--- src/rtl/alu_seq_pkg.sv ---
// alu_seq_pkg: ALU code map, sequencer state encoding and default word width shared by the sequencer and the ALU.
package alu_seq_pkg;
  localparam int REG_SIZE_DEF = 32;
  localparam logic [3:0] ALU_AND = 4'h0;
  localparam logic [3:0] ALU_OR  = 4'h1;
  localparam logic [3:0] ALU_ADD = 4'h2;
  localparam logic [3:0] ALU_SUB = 4'h3;
  localparam logic [3:0] ALU_SHR = 4'h4;
  localparam logic [3:0] ALU_SHL = 4'h5;
  localparam logic [3:0] ALU_ROR = 4'h6;
  localparam logic [3:0] ALU_ROL = 4'h7;
  localparam logic [3:0] ALU_MUL = 4'h8;
  localparam logic [3:0] ALU_DIV = 4'h9;
  localparam logic [3:0] ALU_NEG = 4'hA;
  localparam logic [3:0] ALU_NOT = 4'hB;
  typedef enum logic [1:0] {S_IDLE, S_LOAD_Y, S_EXEC, S_RESP} state_t;
endpackage

--- src/rtl/alu_seq_decode.sv ---
// alu_seq_decode: screens an incoming request's opcode and operand before it reaches the ALU.
module alu_seq_decode import alu_seq_pkg::*; #(
  parameter int REG_SIZE = REG_SIZE_DEF
) (
  input  logic [3:0]          i_op,
  input  logic [REG_SIZE-1:0] i_b,
  output logic                o_illegal,
  output logic                o_div0,
  output logic                o_is_shift,
  output logic                o_rot_zero,
  output logic                o_hi_valid
);
  logic w_rot;
  assign w_rot      = (i_op == ALU_ROR) || (i_op == ALU_ROL);
  assign o_illegal  = i_op > ALU_NOT;
  assign o_div0     = (i_op == ALU_DIV) && (i_b == '0);
  assign o_is_shift = (i_op == ALU_SHR) || (i_op == ALU_SHL) || w_rot;
  assign o_rot_zero = w_rot && (i_b[4:0] == 5'd0);
  assign o_hi_valid = i_op == ALU_MUL;
endmodule

--- src/rtl/alu_sequencer.sv ---
// alu_sequencer: sequences one ALU operation at a time through Y load, execute and a held response.
module alu_sequencer import alu_seq_pkg::*; #(
  parameter int REG_SIZE = REG_SIZE_DEF
) (
  input  logic                  clock,
  input  logic                  clear_n,
  input  logic                  req_valid,
  output logic                  req_ready,
  input  logic [3:0]            req_op,
  input  logic [REG_SIZE-1:0]   req_a,
  input  logic [REG_SIZE-1:0]   req_b,
  output logic                  y_load,
  output logic [REG_SIZE-1:0]   y_data,
  output logic [3:0]            alu_ctrl,
  output logic [REG_SIZE-1:0]   bus_data,
  input  logic [2*REG_SIZE-1:0] z_in,
  output logic                  rsp_valid,
  input  logic                  rsp_ready,
  output logic [REG_SIZE-1:0]   rsp_lo,
  output logic [REG_SIZE-1:0]   rsp_hi,
  output logic                  rsp_err,
  output logic [15:0]           op_count
);
  state_t              r_state;
  logic [3:0]          r_op;
  logic [REG_SIZE-1:0] r_a, r_b, r_lo, r_hi;
  logic                r_err, r_shift, r_hiv;
  logic [15:0]         r_count;
  logic                w_illegal, w_div0, w_is_shift, w_rot_zero, w_hi_valid;
  logic [REG_SIZE-1:0] w_bus;
  alu_seq_decode #(.REG_SIZE(REG_SIZE)) u_decode (
    .i_op       (req_op),
    .i_b        (req_b),
    .o_illegal  (w_illegal),
    .o_div0     (w_div0),
    .o_is_shift (w_is_shift),
    .o_rot_zero (w_rot_zero),
    .o_hi_valid (w_hi_valid)
  );
  always_ff @(posedge clock or negedge clear_n)
    if (!clear_n) begin
      r_state <= S_IDLE;
      r_op    <= '0;
      r_a     <= '0;
      r_b     <= '0;
      r_lo    <= '0;
      r_hi    <= '0;
      r_err   <= 1'b0;
      r_shift <= 1'b0;
      r_hiv   <= 1'b0;
      r_count <= '0;
    end else begin
      case (r_state)
        S_IDLE: if (req_valid) begin
          r_op    <= req_op;
          r_a     <= req_a;
          r_b     <= req_b;
          r_shift <= w_is_shift;
          r_hiv   <= w_hi_valid;
          r_err   <= w_illegal || w_div0;
          r_lo    <= w_rot_zero ? req_a : '0;
          r_hi    <= '0;
          r_state <= (w_illegal || w_div0 || w_rot_zero) ? S_RESP : S_LOAD_Y;
        end
        S_LOAD_Y: r_state <= S_EXEC;
        S_EXEC: begin
          r_lo    <= z_in[REG_SIZE-1:0];
          r_hi    <= r_hiv ? z_in[2*REG_SIZE-1:REG_SIZE] : '0;
          r_state <= S_RESP;
        end
        default: if (rsp_ready) begin
          r_state <= S_IDLE;
          if (!r_err && r_count != 16'hFFFF) r_count <= r_count + 16'd1;
        end
      endcase
    end
  // Shift and rotate amounts reach the ALU already reduced mod 32.
  assign w_bus     = r_shift ? {{(REG_SIZE-5){1'b0}}, r_b[4:0]} : r_b;
  assign req_ready = r_state == S_IDLE;
  assign y_load    = r_state == S_LOAD_Y;
  assign y_data    = y_load ? r_a : '0;
  assign alu_ctrl  = (r_state == S_EXEC) ? r_op : 4'h0;
  assign bus_data  = (r_state == S_EXEC) ? w_bus : '0;
  assign rsp_valid = r_state == S_RESP;
  assign rsp_lo    = rsp_valid ? r_lo : '0;
  assign rsp_hi    = rsp_valid ? r_hi : '0;
  assign rsp_err   = rsp_valid && r_err;
  assign op_count  = r_count;
endmodule
--- config.mk ---
export PLATFORM = sky130hd
export DESIGN_NAME = alu_sequencer
export DESIGN_NICKNAME = d
export VERILOG_FILES = /design/src/rtl/alu_seq_pkg.sv /design/src/rtl/alu_seq_decode.sv /design/src/rtl/alu_sequencer.sv
export SDC_FILE = /design/constraint.sdc
export NUM_CORES = 1
export LEC_CHECK = 0
export ABC_AREA = 0
export CORE_MARGIN = 8
export CORE_UTILIZATION = 40
export CTS_BUF_LIST = sky130_fd_sc_hd__clkbuf_8
export DETAILED_ROUTE_END_ITERATION = 12
export HOLD_SLACK_MARGIN = 0.15
export PLACE_DENSITY = 0.77
export SLEW_MARGIN = 20
export SYNTH_ARGS = -nofsm -noshare
export SYNTH_HDL_FRONTEND = slang
export SYNTH_SLANG_ARGS = --single-unit
--- constraint.sdc ---
create_clock -name clock -period 2.3 [get_ports clock]
set_clock_uncertainty 0.2 [all_clocks]
set_input_delay 0.23 -clock clock [delete_from_list [all_inputs] [get_ports clock]]
set_output_delay 0.23 -clock clock [all_outputs]
set_load 0.02 [all_outputs]
## Word level (Yosys, flattened, before mapping)

Index checks and enable logic that the tools add are counted.

| operators by class | value |
|---|---|
| eq/ne operators | 11 |
| bitwise operators | 1 |
| $lt $le $gt $ge | 1 |
| reductions and logical operators | 20 |
| $add $sub $neg | 1 |
| mux-type cells | 16 |

Operators by type and width:

| kind | number |
|---|---|
| 32-bit two-way mux | 9 |
| 32-bit one-hot mux with 2 select lines | 2 |
| 32-bit logical NOT | 1 |
| 16-bit by 1-bit adder with 16-bit output, second input constant | 1 |
| 4-bit by 3-bit equality test with 1-bit output, second input constant | 4 |
| 16-bit inequality test, second input constant | 1 |
| 4-bit equality test, second input constant | 2 |
| 2-bit two-way mux | 3 |
| 2-bit one-hot mux with 3 select lines | 1 |
| 2-bit AND reduction | 3 |
| 5-bit logical NOT | 1 |
| 1-bit logical OR | 5 |
| 2-bit equality test, second input constant | 2 |
| 4-bit > comparator, second input constant | 1 |
| 1-bit logical AND | 4 |
| 4-bit two-way mux | 1 |
| 4-bit nonzero test | 1 |
| 3-bit AND reduction | 1 |
| 3-bit OR reduction | 1 |
| 2-bit by 1-bit equality test with 1-bit output, second input constant | 1 |
| 2-bit logical NOT | 1 |
| 2-bit inequality test, second input constant | 1 |
| 2-bit nonzero test | 1 |
| 1-bit logical NOT | 1 |
| 1-bit inverter | 1 |

| storage, ports and cells | value |
|---|---|
| bits of input ports | 136 |
| logic and storage cells | 60 |
| bits in registers | 153 |
| output and inout port bits | 152 |

## Depth between registers and ports, before layout

Gate-level depths: netlist of the first run.

| depth | value |
|---|---|
| depth in word-level cells | 7 |
| gate-level depth with buffers | 9 |
| gate-level depth less buffers | 6 |

## Hierarchy

Synthesis of the first run repeated with hierarchy kept, for this count alone.

| unflattened totals | value |
|---|---|
| cell total of the unflattened synthesis | 700 |
| area total of the unflattened synthesis | 7313.3 µm² |

Modules (own cells, without submodules):

| module | instances | area an instance (µm²) | cells each | sequential area each (µm²) |
|---|---|---|---|---|
| alu_sequencer | 1 | 7195.7 | 683 | 3828.7 |
| alu_seq_decode | 1 | 117.6 | 17 | 0.0 |

## Least setup slack after synthesis of the first run

OpenSTA, ideal clock, no wires.

| path | value |
|---|---|
| path kind | reg-to-reg |
| start point | reg r_state[1] |
| end point | reg r_state[0] |
| slack | -0.019 ns |
| library setup time | 0.133 ns |
| clock period less this slack | 2.319 ns |
| arrival | 1.987 ns |
| required time | 1.967 ns |
| cell stages (with the launch flop) | 9 |
| path buffers | 4 |
| cells stage by stage | dfrtp_1 -> inv_1 -> ha_1 -> clkbuf_1 -> mux2i_1 -> buf_2 -> clkbuf_1 -> buf_2 -> o21ai_0 |

| on the way | value |
|---|---|
| longest elaborated chain between the ends | 3 |
| elaborated cells on any way between the ends | 7 |
| classes of those cells | eq/ne: 3; mux: 1; reduce/logical: 3 |

RTL lines:

| what | line | source |
|---|---|---|
| from (decl) | alu_sequencer.sv:24 | `state_t r_state;` |
| from (signal assigned) | alu_sequencer.sv:63 | `r_state <= (w_illegal \|\| w_div0 \|\| w_rot_zero) ? S_RESP : S_LOAD_Y;` |
| 2-bit logical NOT (*) | - |  |
| via req_ready | alu_sequencer.sv:8 | `output logic req_ready,` |
| 4-bit nonzero test (no line) / 2-bit inequality test (equally long branches) | - |  |
| 2-bit AND reduction (no line) | - |  |

The timed path passes the listed nets; every way through them passes the cells marked *.
A chain may end at the register's enable or synchronous reset.

## Worst setup path after layout of the first run

| path | value |
|---|---|
| start point | reg r_state[1] |
| end point | reg r_count[11] (netlist: op_count[11]) |

| on the way | value |
|---|---|
| longest elaborated chain between the ends | 4 |
| elaborated cells on any way between the ends | 6 |
| classes of those cells | eq/ne: 2; bitwise: 1; reduce/logical: 3 |

RTL lines:

| what | line | source |
|---|---|---|
| 2-bit by 1-bit equality test with 1-bit output, or another cell as far along | alu_sequencer.sv:53 | `case (r_state)` |
| 3-bit OR reduction (no line) (*) | - |  |
| 1-bit inverter (no line) (*) | - |  |
| 3-bit AND reduction (no line) (*) | - |  |
| to (signal assigned) | alu_sequencer.sv:73 | `if (!r_err && r_count != 16'hFFFF) r_count <= r_count + 16'd1;` |
| to (decl) | alu_sequencer.sv:28 | `logic [15:0] r_count;` |

Mark *: on every way between the ends. The rest lies on a longest branch, timed or not.

==> qor.csv, run 1 <==
stage,metric,value,unit
finish,fin nets,1156,
setup_path,Worst R2R Path Depth,6,
logic_synthesis,Mapped Cells,687,
setup_path,CP cell instances,buf_4 > ha_2 > nand3b_4 > or4_4 > nor3_1 > xor2_1,
global_route,vias in the first global route,6619,
setup_path,Setup crit start kind,flip-flop,
logic_synthesis,Post-synth EDFFs,0,
clock_tree,clock-pin slew on the worst setup and hold paths,0.09,ns
setup_path,worst setup path startpoint,r_state[1]$_DFFE_PN0P_,
floorplan,Die Area,0.02288,mm2
min_path,hold wc startpoint,req_b[14],
clock_tree,CTS sink cnt,153,
setup_path,critical path peak fanout,5,
setup_path,CP top delay family,simple AND/OR/NAND/NOR gates,
floorplan,initial core utilization,40.74,%
setup_path,crit path max-delay cell type,or4_4,
setup_path,worst path bufs/invs,1,
floorplan,core footprint,0.01796,mm2
setup_path,CP max stage delay,0.59,ns
setup_path,WS Path Type,flip-flop to flip-flop,
logic_synthesis,Synthesized Nets,829,
timing,Max-slew headroom,63.87,%
placement,RD Place Congestion,0.8242,
logic_synthesis,Area contributors post-synth,"dfrtp_1 (52%), and2_1 (11%), mux2_2 (11%)",
min_path,Hold Crit Class,input pin to flip-flop,
finish,FF+latch area,0.003829,mm2
finish,final cell count without fillers,1255,
finish,Layout Area Growth over Synthesis,51.39,%
pwr,Pint,7137,uW
timing,fin. max-slew vios,0,
setup_path,critical path required time,2.47,ns
routing,drt total wl,24040,um
finish,ant diodes,0,
clock_tree,CTS tree,done,
finish,most frequent cells in the layout,"dfrtp_1 (153), clkdlybuf4s50_1 (150), and2_1 (117), nand2_1 (105), clkbuf_2 (90)",
setup_path,worst path arrival time,2.44,ns
timing,crit share post-route,98.47,%
finish,"most common cell after layout, fill and taps aside",dfrtp_1,
global_route,largest net degree at the start of global routing,75,
logic_synthesis,top-area cell type share of the netlist area,52.32,%
routing,TritonRoute pass-1 iters,4,
pwr,switching share of power,36.74,%
routing,vias post-DR,6253,
timing,actual slew at the worst max-slew pin,0.5420,ns
pwr,Leakage,0.004990,uW
clock_tree,Bufs on Longest Clock Path,2,
floorplan,num ports,288,
pwr,Comb pwr share,44.5,%
logic_synthesis,Yosys cell types,43,
logic_synthesis,Ys Warns,0,
setup_path,WP depth,6,
logic_synthesis,synthesis-stage register bit count,153,
pwr,Power Dens Cells,1018,mW/mm2
routing,1st-iter DRT viols,241,
setup_path,FF-to-FF Start,r_state[1]$_DFFE_PN0P_,
timing,Final setup viols,0,
finish,area occupied by multi-input gates,0.003367,mm2
run_status,status,completed,
global_route,overall global routing resource usage,20.69,%
finish,proportion of layout cells with a drive suffix above 1,29.63,%
pwr,maximum vdd drop,0.7260,mV
pwr,sequential power share,36.6,%
setup_path,reg-to-reg endpoint,op_count[11]$_DFFE_PN0P_,
routing,DRC errors left,0,
timing,crit path time final,2.265,ns
timing,Fmax,0.4416,GHz
global_route,total global routing overflow,0,
floorplan,Row Count,49,
routing,Post-DRT Antenna Nets,0,
min_path,Hold Path Sink,r_b[14]$_DFFE_PN0P_,
routing,vias per cell,4.982,
logic_synthesis,"FFs w/ async S/R, synth",100.0,%
floorplan,Die Wd,151.3,um
global_route,initial antenna violation count,0,
logic_synthesis,mean area per synthesized cell,10.65,um2
min_path,Hold Crit Depth,2,
timing,Hold Fails Final Rpt,0,
pwr,Clk network pwr share,18.9,%
clock_tree,H-tree Lvls,4,
logic_synthesis,Synth area leader,dfrtp_1,
clock_tree,clk_lat worst skew,0.44,ns
setup_path,Reg2Reg Setup Slack,0.04,ns
flow_run,Max Cap Violations,0,
pwr,net switching power,4145,uW
logic_synthesis,ys flop type,dfrtp_1,
placement,placed insts,1186,
clock_tree,TritonCTS Buffers,17,
placement,DPL Wire Length,17280,um
finish,Util after Layout,61.68,%
timing,RSZ-0062 raised after global routing,yes,
routing,DR WL/cell,19.16,um
finish,Layout fillers,1538,
logic_synthesis,Synth Cell Area,0.007318,mm2
pwr,Power Total,11280,uW
setup_path,type of element capturing the critical path,flip-flop,
global_route,global-route wire length before repair,36580,um
logic_synthesis,sequential share of the synthesized area,52.32,%
clock_tree,Root Buffer,clkbuf_8,
placement,I/O Buffers,287,
floorplan,Die H,151.3,um
final cells by class:
cell class                 count  share of cell area [%]
sequential                   153                   34.56
inverter                       2                 0.06776
multi-input combinational    486                   30.39
timing repair buffer         354                   28.73
tap                          229                   2.586
clock inverter                14                   1.558
clock buffer                  17                   2.112
state kept, by name, indices dropped and copies added (netlist names):
signal / flops
r_err: 1
r_hi: 32
r_b: 32
r_lo: 32
r_op: 4
r_state: 2
r_a: 32
r_shift: 1
op_count: 16
r_hiv: 1
worst max-delay path by stage:
stage / endpoint
finish: op_count[11]$_DFFE_PN0P_
global placement: r_lo[28]$_DFFE_PN0P_
floorplan: r_state[0]$_DFFE_PN0P_
CTS: req_ready
global route: op_count[11]$_DFFE_PN0P_
detailed placement: r_lo[26]$_DFFE_PN0P_
repair_timing:
action                                 in CTS  in global routing
setup endpoints to repair                 136                133
buffers inserted                            2                  1
cloned                                      1                  1
endpoints found under the hold margin     184                  0
hold buffers                               33                  0
resized for setup                         281                230
power groups by stage:
stage	Sequential (uW)	Combinational (uW)	Clock, uW
global route	4270	5430	2300
CTS	4120	4890	2220
global placement	4120	4940	0
finish	4130	5020	2130
floorplan	4030	2850	0
detailed placement	4170	4990	0
cell usage after synthesis, types with 2 or more instances:
| master | number |
|---|---|
| nor4b_2 | 2 |
| nor2_1 | 5 |
| o21ai_1 | 29 |
| nand4_1 | 6 |
| nor3_1 | 7 |
| or3_1 | 2 |
| a22oi_1 | 29 |
| nand3_1 | 4 |
| a22oi_2 | 4 |
| and2_1 | 134 |
| nand2b_1 | 2 |
| dfrtp_1 | 153 |
| nor4_4 | 2 |
| inv_1 | 2 |
| xor2_1 | 14 |
| buf_4 | 2 |
| buf_6 | 3 |
| o21ai_0 | 36 |
| nor3b_1 | 3 |
| nand3b_1 | 2 |
| or4_4 | 2 |
| mux2_2 | 69 |
| clkbuf_1 | 32 |
| buf_1 | 4 |
| buf_2 | 2 |
| nor4_1 | 9 |
| ha_1 | 6 |
| nand2_1 | 106 |
| clkbuf_8 | 2 |
per-layer routing:
layer / GRT usage, % / share of wire (%) / up-vias
li1: - / - / 2997
met1: 25.33 / 41 / 3004
met2: 33.47 / 48 / 219
met3: 6.842 / 9.0 / 33
met4: 7.373 / 1.9 / 0
met5: 0 / 0 / -
per-stage QoR:
stage          hold WS, ns  instance area, um2  TNS, ns  worst slack, ns
2_1_floorplan      -0.2656                7320        0          0.04170
6_report            0.2288               11080        0          0.03526
4_1_cts             0.1761               11290  -0.2923          -0.1516
3_5_place_dp       0.02985               10650  -0.4556         -0.05064
3_3_place_gp       0.02856               10650        0          0.01968
5_1_grt             0.1992               11080  -0.1032         -0.02131
cell families after synthesis:
kind of cell,after synthesis,synth area share [%]
fa+ha+maj,6,1.026
compound gates,106,8.993
xor+xnor,14,1.676
simple gates,290,21.94
flops,153,52.32
mux,70,10.75
buf+inv,48,3.300
(Power assumes the default switching activity.)
==> run 2: changes to the inputs <==
--- a/config.mk
+++ b/config.mk
@@ -6,7 +6,7 @@
 export NUM_CORES = 1
 export LEC_CHECK = 0
 export ABC_AREA = 0
-export CORE_MARGIN = 8
+export CORE_MARGIN = 5
 export CORE_UTILIZATION = 40
 export CTS_BUF_LIST = sky130_fd_sc_hd__clkbuf_8
 export DETAILED_ROUTE_END_ITERATION = 12
==> run 2 against run 1 <==
Net effect: global-route usage up 0.95 points; sequential power about the same; maximum frequency down 0.46%; power up 0.83%; routed wire length down 2.9%; count of clock-buffer cells in the layout up 3; combinational power up 1%; clock power about the same; via count up 1.5%; utilization up 0.78 points; cell area up 1.3%.
==> qor.csv, run 2 (synthesis results as in run 1) <==
stage,metric,value,unit
floorplan,Die H,145.3,um
global_route,routing usage on met1,26.16,%
global_route,overall global routing resource usage,21.64,%
placement,Post-DP Area,0.01062,mm2
run_status,status,completed,
routing,Post-DRT Antenna Nets,0,
timing,RSZ-0062 raised after global routing,yes,
clock_tree,TritonCTS Buffers,17,
routing,1st-iter DRT viols,212,
timing,Hold Fails Final Rpt,0,
setup_path,critical path required time,1.87,ns
timing,actual slew at the worst max-slew pin,0.5293,ns
global_route,met2 GRT Util,35.19,%
clock_tree,Root Buffer,clkbuf_8,
clock_tree,Bufs on Longest Clock Path,2,
floorplan,num ports,288,
pwr,switching share of power,36.63,%
finish,Layout Area Growth over Synthesis,53.31,%
placement,DPL Wire Length,16150,um
global_route,vias in the first global route,6691,
routing,drt total wl,23350,um
finish,"most common cell after layout, fill and taps aside",dfrtp_1,
finish,most frequent cells in the layout,"dfrtp_1 (152), clkdlybuf4s50_1 (150), and2_1 (115), nand2_1 (105), mux2_2 (69)",
setup_path,type of element capturing the critical path,output port,
finish,final cell count without fillers,1256,
finish,Layout fillers,1472,
pwr,Power Dens Cells,1014,mW/mm2
global_route,largest net degree at the start of global routing,87,
timing,fin. max-slew vios,0,
floorplan,Die Area,0.02110,mm2
clock_tree,CTS sink cnt,153,
pwr,Comb pwr share,44.8,%
pwr,Leakage,0.004994,uW
finish,ant diodes,0,
placement,I/O Buffers,287,
pwr,sequential power share,36.4,%
finish,post-route cell area,0.01122,mm2
timing,crit share post-route,98.92,%
timing,Fmax,0.4395,GHz
routing,vias post-DR,6347,
global_route,initial antenna violation count,1,
global_route,M3 GR Usage,8.107,%
setup_path,critical path peak fanout,10,
finish,fin nets,1156,
clock_tree,clk_lat worst skew,0.46,ns
clock_tree,H-tree Lvls,4,
routing,vias per cell,5.053,
pwr,Clk network pwr share,18.9,%
timing,Final setup viols,0,
floorplan,Die Wd,145.3,um
routing,DRC errors left,0,
timing,setup TNS,0,ns
timing,crit path time final,2.275,ns
global_route,global-route wire length before repair,36780,um
placement,placed insts,1185,
timing,Max-slew headroom,64.71,%
global_route,total global routing overflow,0,
flow_run,Max Cap Violations,0,
setup_path,WS Path Type,flip-flop to output port,
setup_path,worst path arrival time,1.85,ns
global_route,Top Usage Layer GRT,met2,
finish,proportion of layout cells with a drive suffix above 1,30.09,%
routing,DR WL/cell,18.59,um
clock_tree,CTS tree,done,
floorplan,initial core utilization,40.74,%
clock_tree,clock-pin slew on the worst setup and hold paths,0.09,ns
setup_path,Setup crit start kind,flip-flop,
pwr,maximum vdd drop,0.8295,mV
floorplan,Row Count,49,
pwr,Pint,7209,uW
routing,TritonRoute pass-1 iters,4,
setup_path,Reg2Reg Setup Slack,0.12,ns
pwr,Power Total,11380,uW
pwr,net switching power,4167,uW
min_path,Hold Crit Class,input pin to flip-flop,
placement,RD Place Congestion,0.8179,
floorplan,core footprint,0.01796,mm2
==> run 2: power groups by stage <==
stage / logic [uW] / registers [uW] / clock network (uW)
after floorplan: 2850 / 4030 / 0
after global placement: 4870 / 4100 / 0
after detailed placement: 4930 / 4160 / 0
after CTS: 4990 / 4110 / 2210
after global routing: 5520 / 4250 / 2330
final: 5090 / 4140 / 2140
==> run 2: critical path, stage by stage, from the launching register on <==
cell     delay (ns)
dfrtp_2        0.44
buf_6          0.13
ha_4           0.16
nor2b_4        0.14
buf_12         0.14
buf_8          0.12
and2_4         0.15
buf_6          0.12
==> run 2: area by class of cell <==
cell class | instances | area, um2 | area share (%)
multi-input combinational | 486 | 3369 | 30.03
timing repair buffer | 354 | 3314 | 29.54
tap | 229 | 286.5 | 2.554
clock inverter | 12 | 136.4 | 1.216
clock buffer | 20 | 275.3 | 2.453
inverter | 2 | 7.507 | 0.06691
sequential | 153 | 3830 | 34.14
==> run 2: per-layer routing <==
layer,wire [um],vias to the layer above
met5,13,-
met4,783,2
met3,1910,50
met2,11320,253
met1,9319,3046
li1,-,2996
==> run 2: what timing repair did <==
| item | 4_1_cts | 5_1_grt |
|---|---|---|
| hold buffers | 33 | 0 |
| gates cloned | 2 | 1 |
| endpoints found under the hold margin | 184 | 0 |
| setup endpoints to repair | 137 | 118 |
| buffers inserted | 4 | 0 |
| gates resized for setup | 410 | 144 |
==> run 2: metrics by stage <==
stage / hold WS [ns] / utilization [%] / setup WS [ns]
after floorplan: -0.2656 / - / 0.04170
after global placement: 0.02238 / 59.11 / -0.004835
after detailed placement: 0.02069 / 59.11 / -0.04182
after CTS: 0.1705 / 63.65 / -0.07056
after global routing: 0.1822 / 62.46 / -0.07073
final: 0.2035 / 62.46 / 0.02480
==> run 2: final timing paths <==
path	from	to	cells past startpoint
max	r_state[1]$_DFFE_PN0P_	bus_data[16]	7
min	z_in[40]	r_hi[8]$_DFFE_PN0P_	3
max reg2reg	r_state[0]$_DFFE_PN0P_	op_count[15]$_DFFE_PN0P_	6
min reg2reg	r_lo[6]$_DFFE_PN0P_	r_lo[6]$_DFFE_PN0P_	2
max in group asynchronous	clear_n	r_hiv$_DFFE_PN0P_	4
min in group asynchronous	clear_n	r_b[6]$_DFFE_PN0P_	3
==> patch 1: new RTL, config.mk and constraints of run 1 <==
Register the output `op_count` once more, without a reset; this adds one clock of latency there. The other outputs are not delayed to match.
--- a/src/rtl/alu_sequencer.sv
+++ b/src/rtl/alu_sequencer.sv
@@ -86,4 +86,6 @@
   assign rsp_hi    = rsp_valid ? r_hi : '0;
   assign rsp_err   = rsp_valid && r_err;
-  assign op_count  = r_count;
+  always_ff @(posedge clock) begin
+      op_count <= r_count;
+  end
 endmodule
Function: changed (a bounded check fails within 4 cycles, from zero or initial values).
==> patch 1 against run 1 <==
Sequential cell count is 16 higher. Area after synthesis increased by 4.7%. Setup slack better by 25 ps. Wire length decreased by 0.29%. Power increased by 4.3%. Design area up 6.2%. Fmax grew 1.1%. Sequential power up 6.8%. Largest cell class unchanged.
==> patch 1: results (changes against run 1) <==
Share of layout cells above drive strength 1: 27.1% (was 29.6%). The share of cell area taken by muxes after synthesis was 10.3% (was 10.8%); the number of global-route vias before repair was 6,822 (was 6,619). The detailed router's first-iteration violation count came out at 262 (was 241). The adder and majority gate portion of the synthesized area came out at 0.980% (was 1.03%).

The final weighted congestion in routability-driven placement came out at 0.796 (was 0.824). The number of standard cells after synthesis is 703 (was 687). The synthesized netlist net count is 845 (was 829), and the number of vias in the routed layout is 6,409 (was 6,253). The length of the first detailed-routing pass in iterations is 5 (was 4).

The biggest cell delay along the critical path is 400 ps (was 590 ps). The tools report the estimated wirelength of the detail-placed design as 17.1 mm (was 17.3 mm). Class of the most critical hold timing path: primary input to flip-flop (unchanged). The clock tree buffer depth is 2 (unchanged), and the initial antenna violation count is 2 (was 0). The compound-gate portion of the synthesized area came out at 8.59% (was 8.99%). The leakage power total is 0.00508 uW (was 0.00499 uW). The fraction of power spent switching nets was 36.7% (about the same); the storage element area was 4150 um^2 (was 3830 um^2). The area share of xor/xnor cells in the synthesized design is 1.60% (was 1.68%).

The cell with the biggest individual delay on the critical path was dfrtp_1 (was or4_4). The largest net degree at the start of global routing is 53 (was 75), and the layout filler cell count is 1,532 (was 1,538). The placed cell area is 11,000 um^2 (was 10,700 um^2), and the post-detailed-route wirelength per cell is 18.7 um (was 19.2 um). Cell types with the largest area share after synthesis: dfrtp_1 50%, and2_1 11%, mux2_2 10% (was dfrtp_1 52%, and2_1 11%, mux2_2 11%). The maximum fanout count along the critical path is 23 (was 5), and the total number of nets in the final design is 1,176 (was 1,156). For the maximum vdd drop, the log shows 0.000541 V (was 0.000726 V). The flow ran to the end, and the final reports show no timing, DRC or antenna violations. The tools report the aggregate global-route resource usage as 19.8% (was 20.7%). The share of flip-flops with an asynchronous set or reset came out at 90.5% (was 100%).

The detailed-route vias per instance works out to 5.00 (was 4.98). The wire length of the first global-routing pass is 37.9 mm (was 36.6 mm), and the slew at the pin with the worst max-slew slack is 483 ps (was 542 ps). The fraction of the yosys area taken by sequential cells was 54.2% (was 52.3%).
[patch 1: cell types whose count changed in the layout (fill, tap and decap cells not counted), sizes merged, moves of 2 or more]
cell,before,now
buf,70,64
bufinv,3,1
clkbuf,108,59
clkdlybuf4s15,6,61
dfxtp,0,16
dlygate4sd2,3,6
inv,5,9
[patch 1: cell families (layout without fill, tap and decap cells)]
kind of cell	after synthesis	in the layout
other	0	1
xor gates and xnor gates	14	14
adders and majority gates	6	6
muxes	70	70
DFF	169	169
buffers and inverters	48	392
and+or+nand+nor	290	290
AOI/OAI and AO/OA	106	106
[patch 1: metrics by stage]
step / hold WS, ps / worst slack, ps
after global placement: 9.52 / -30.8
after floorplan: -266 / 19.4
after global routing: 192 / -15.7
final: 224 / 60.0
after detailed placement: 6.26 / -62.1
after CTS: 190 / -1.08
[patch 1: routing by layer]
layer  track usage [%]  vias up  wire length (um)
met4              5.97        2               495
met2              32.9      213             11600
met1              24.0     3114             10100
li1                  -     3052                 -
met5                 0        -                13
met3              6.63       28              1770
[patch 1: area by class of cell]
type                    instances  share of cell area, %
diodes                          1                 0.0213
clock buffers                  17                   1.99
clock inverters                15                   1.54
inverters                       2                 0.0638
multi-input cells             486                   28.2
flip-flops and latches        169                   35.3
well taps                     234                   2.49
repair buffers                358                   30.4
[patch 1: what timing repair did]
| item | 4_1_cts | 5_1_grt |
|---|---|---|
| hold endpoints to repair | 185 | 0 |
| cloned | 2 | 1 |
| setup buffers | 1 | 2 |
| hold buffers | 34 | 0 |
| gates resized for setup | 359 | 115 |
| endpoints found under the setup margin | 139 | 105 |
[patch 1: final timing paths]
kind | start | end | slack (ps) | cells after the start
max | r_state[0]$_DFFE_PN0P_ | rsp_hi[5] | 60 | 5
min in group asynchronous | clear_n | r_hi[31]$_DFFE_PN0P_ | 630 | 3
min | req_b[24] | r_b[24]$_DFFE_PN0P_ | 220 | 2
max in group asynchronous | clear_n | r_hi[27]$_DFFE_PN0P_ | 550 | 4
max reg2reg | r_state[1]$_DFFE_PN0P_ | r_count[15]$_DFFE_PN0P_ | 90 | 6
min reg2reg | r_count[14]$_DFFE_PN0P_ | op_count[14]$_DFF_P_ | 250 | 0
[patch 1: power by group through the flow]
stage / Sequential, uW / Clock [uW] / Combinational, uW
after global routing: 4540 / 2370 / 5610
after floorplan: 4340 / 0 / 2900
after global placement: 4410 / 0 / 5010
final: 4410 / 2180 / 5170
after detailed placement: 4460 / 0 / 5100
after CTS: 4400 / 2260 / 5100
[patch 1: worst max-delay path, delay by kind of cell (launching register included)]
| family | cells | cell delay [ps] |
|---|---|---|
| AND/OR/NAND/NOR | 1 | 140 |
| flip-flops | 1 | 400 |
| adder cells (fa/ha/maj) | 1 | 190 |
| buffers and inverters | 3 | 640 |
==> patch 2: new RTL, settings of run 1 <==
Made on the original files. Change the package constant `REG_SIZE_DEF` from 32 to 16.
--- a/src/rtl/alu_seq_pkg.sv
+++ b/src/rtl/alu_seq_pkg.sv
@@ -1,5 +1,5 @@
 // alu_seq_pkg: ALU code map, sequencer state encoding and default word width shared by the sequencer and the ALU.
 package alu_seq_pkg;
-  localparam int REG_SIZE_DEF = 32;
+  localparam int REG_SIZE_DEF = 16;
   localparam logic [3:0] ALU_AND = 4'h0;
   localparam logic [3:0] ALU_OR  = 4'h1;
Interface: changed (7 resized); port bits go from 288 to 160. The function was not compared with the original's and may differ.
==> patch 2 against run 1 <==
Sequential power decreased by 41%. Wire length is 50% lower. Clock power fell by 45%. Count of clock-buffer cells in the layout down 8. Power decreased by 40%. Sequential share of layout area grew 0.82 points. Fmax is 2.5% higher. Sequential cell count fell by 64. Die area down 37%. Global-route usage fell by 4.0 points. Design area shrank 43%. Area after synthesis is 41% lower. Setup slack gained 56 ps. Critical endpoint is now rsp_lo[13]. Highest routed layer unchanged.
==> patch 2: results (changes against run 1) <==
The cell with the biggest individual delay on the critical path was dfrtp_1 (was or4_4). The H-tree depth was 3 (was 4). Relative slew slack: 62.4% (was 63.9%). Cell types with the largest area share after synthesis: dfrtp_1 52%, and2_1 10%, mux2_2 9.6% (was dfrtp_1 52%, and2_1 11%, mux2_2 11%). The logs give 0 (was 2) for the setup fix buffers added after clock tree synthesis and 6150 um^2 (was 10,700 um^2) for the placed cell area. The run finished with clean final reports.

The run gives 50 (was 75) as the largest net degree at the start of global routing. The per-instance average area after synthesis is 10.6 um^2 (was 10.7 um^2). The run gives 9.05 mm (was 17.3 mm) as the estimated wirelength of the detail-placed design. The adder and majority gate portion of the synthesized area came out at 1.74% (was 1.03%). The aggregate global-route resource usage is 16.7% (was 20.7%). The class of the most critical hold timing path is primary input to async pin (was primary input to flip-flop). The capturing point of the worst reg2reg path was r_state[1]$_DFFE_PN0P_ (was op_count[11]$_DFFE_PN0P_).

The logs give 1780 ps (was 2440 ps) for the data arrival time of the worst path and 9 (was 17) for the number of buffers added by the clock tree synthesis step. Share of layout cells above drive strength 1: 15.5% (was 29.6%). Most instantiated cells after synthesis: 89 x dfrtp_1, 71 x and2_1, 43 x nand2_1, 39 x nor2_1, 37 x mux2_2 (was 153 x dfrtp_1, 134 x and2_1, 106 x nand2_1, 69 x mux2_2, 36 x o21ai_0). The detailed-route vias per instance is 5.02 (was 4.98), and the amount of wire on met3 after detailed routing is 840 um (was 2.16 mm). The area fraction of the dominant cell type after synthesis works out to 51.5% (was 52.3%). The synthesized netlist net count was 487 (was 829); the compound-gate portion of the synthesized area was 5.96% (was 8.99%). The smallest hold slack is 196 ps (was 229 ps). For the length of the first detailed-routing pass in iterations, the log shows 5 (was 4). The fraction of the yosys area taken by sequential cells was 51.5% (was 52.3%); the detailed router's first-iteration violation count was 122 (was 241). The run gives 0.740 (was 0.824) as the final weighted congestion in routability-driven placement.

The total number of nets in the final design was 652 (was 1,156); the count of different cell masters after synthesis was 37 (was 43). The run gives 702 (was 1,186) as the total instance count after detailed placement.
[patch 2: power breakdown]
group,internal (uW),switching (uW)
Sequential,2130,294
Combinational,1480,1710
Clock,612,560
[patch 2: what timing repair did]
action | 4_1_cts | 5_1_grt
hold buffers | 1 | 0
resized for setup | 66 | 36
endpoints found under the hold margin | 89 | 0
endpoints found under the setup margin | 71 | 34
[patch 2: metal layers]
metal  GRT usage (%)  up-vias
li1                -     1731
met1            19.0     1749
met2            28.9      112
met3            5.17       16
met4            6.32        0
met5               0        -
[patch 2: kinds of logic (layout without fill, tap and decap cells)]
kind of cell / count (synthesis) / count (layout)
buf+inv: 24 / 194
compound gates: 34 / 34
mux: 38 / 38
fa+ha+maj: 6 / 6
simple gates: 204 / 204
flops: 89 / 89
xor+xnor: 14 / 14
[patch 2: cell type report]
class                      count  area, um^2
inverter                       3        11.3
fill                         941        4400
clock inverter                 7        93.8
sequential                    89        2230
timing repair buffer         175        1700
clock buffer                   9         124
tap                          140         175
multi-input combinational    296        1970
[patch 2: worst max-delay path by stage]
stage,from,to,slack (ps),cells after the start
floorplan,r_state[0]$_DFFE_PN0P_,r_a[0]$_DFFE_PN0P_,270,5
global placement,req_op[3],r_state[1]$_DFFE_PN0P_,140,5
detailed placement,r_state[0]$_DFFE_PN0P_,bus_data[3],120,5
CTS,r_state[0]$_DFFE_PN0P_,bus_data[3],-220,5
global route,r_state[0]$_DFFE_PN0P_,rsp_err,0.6,5
finish,r_state[0]$_DFFE_PN0P_,rsp_lo[13],90,5
[patch 2: worst reg2reg max path: cells and delay by family (launching register included)]
kind	cells	cell delay [ps]
adders and majority gates	1	320
buffers and inverters	1	110
AOI/OAI and AO/OA	3	700
and+or+nand+nor	1	170
DFF	1	440
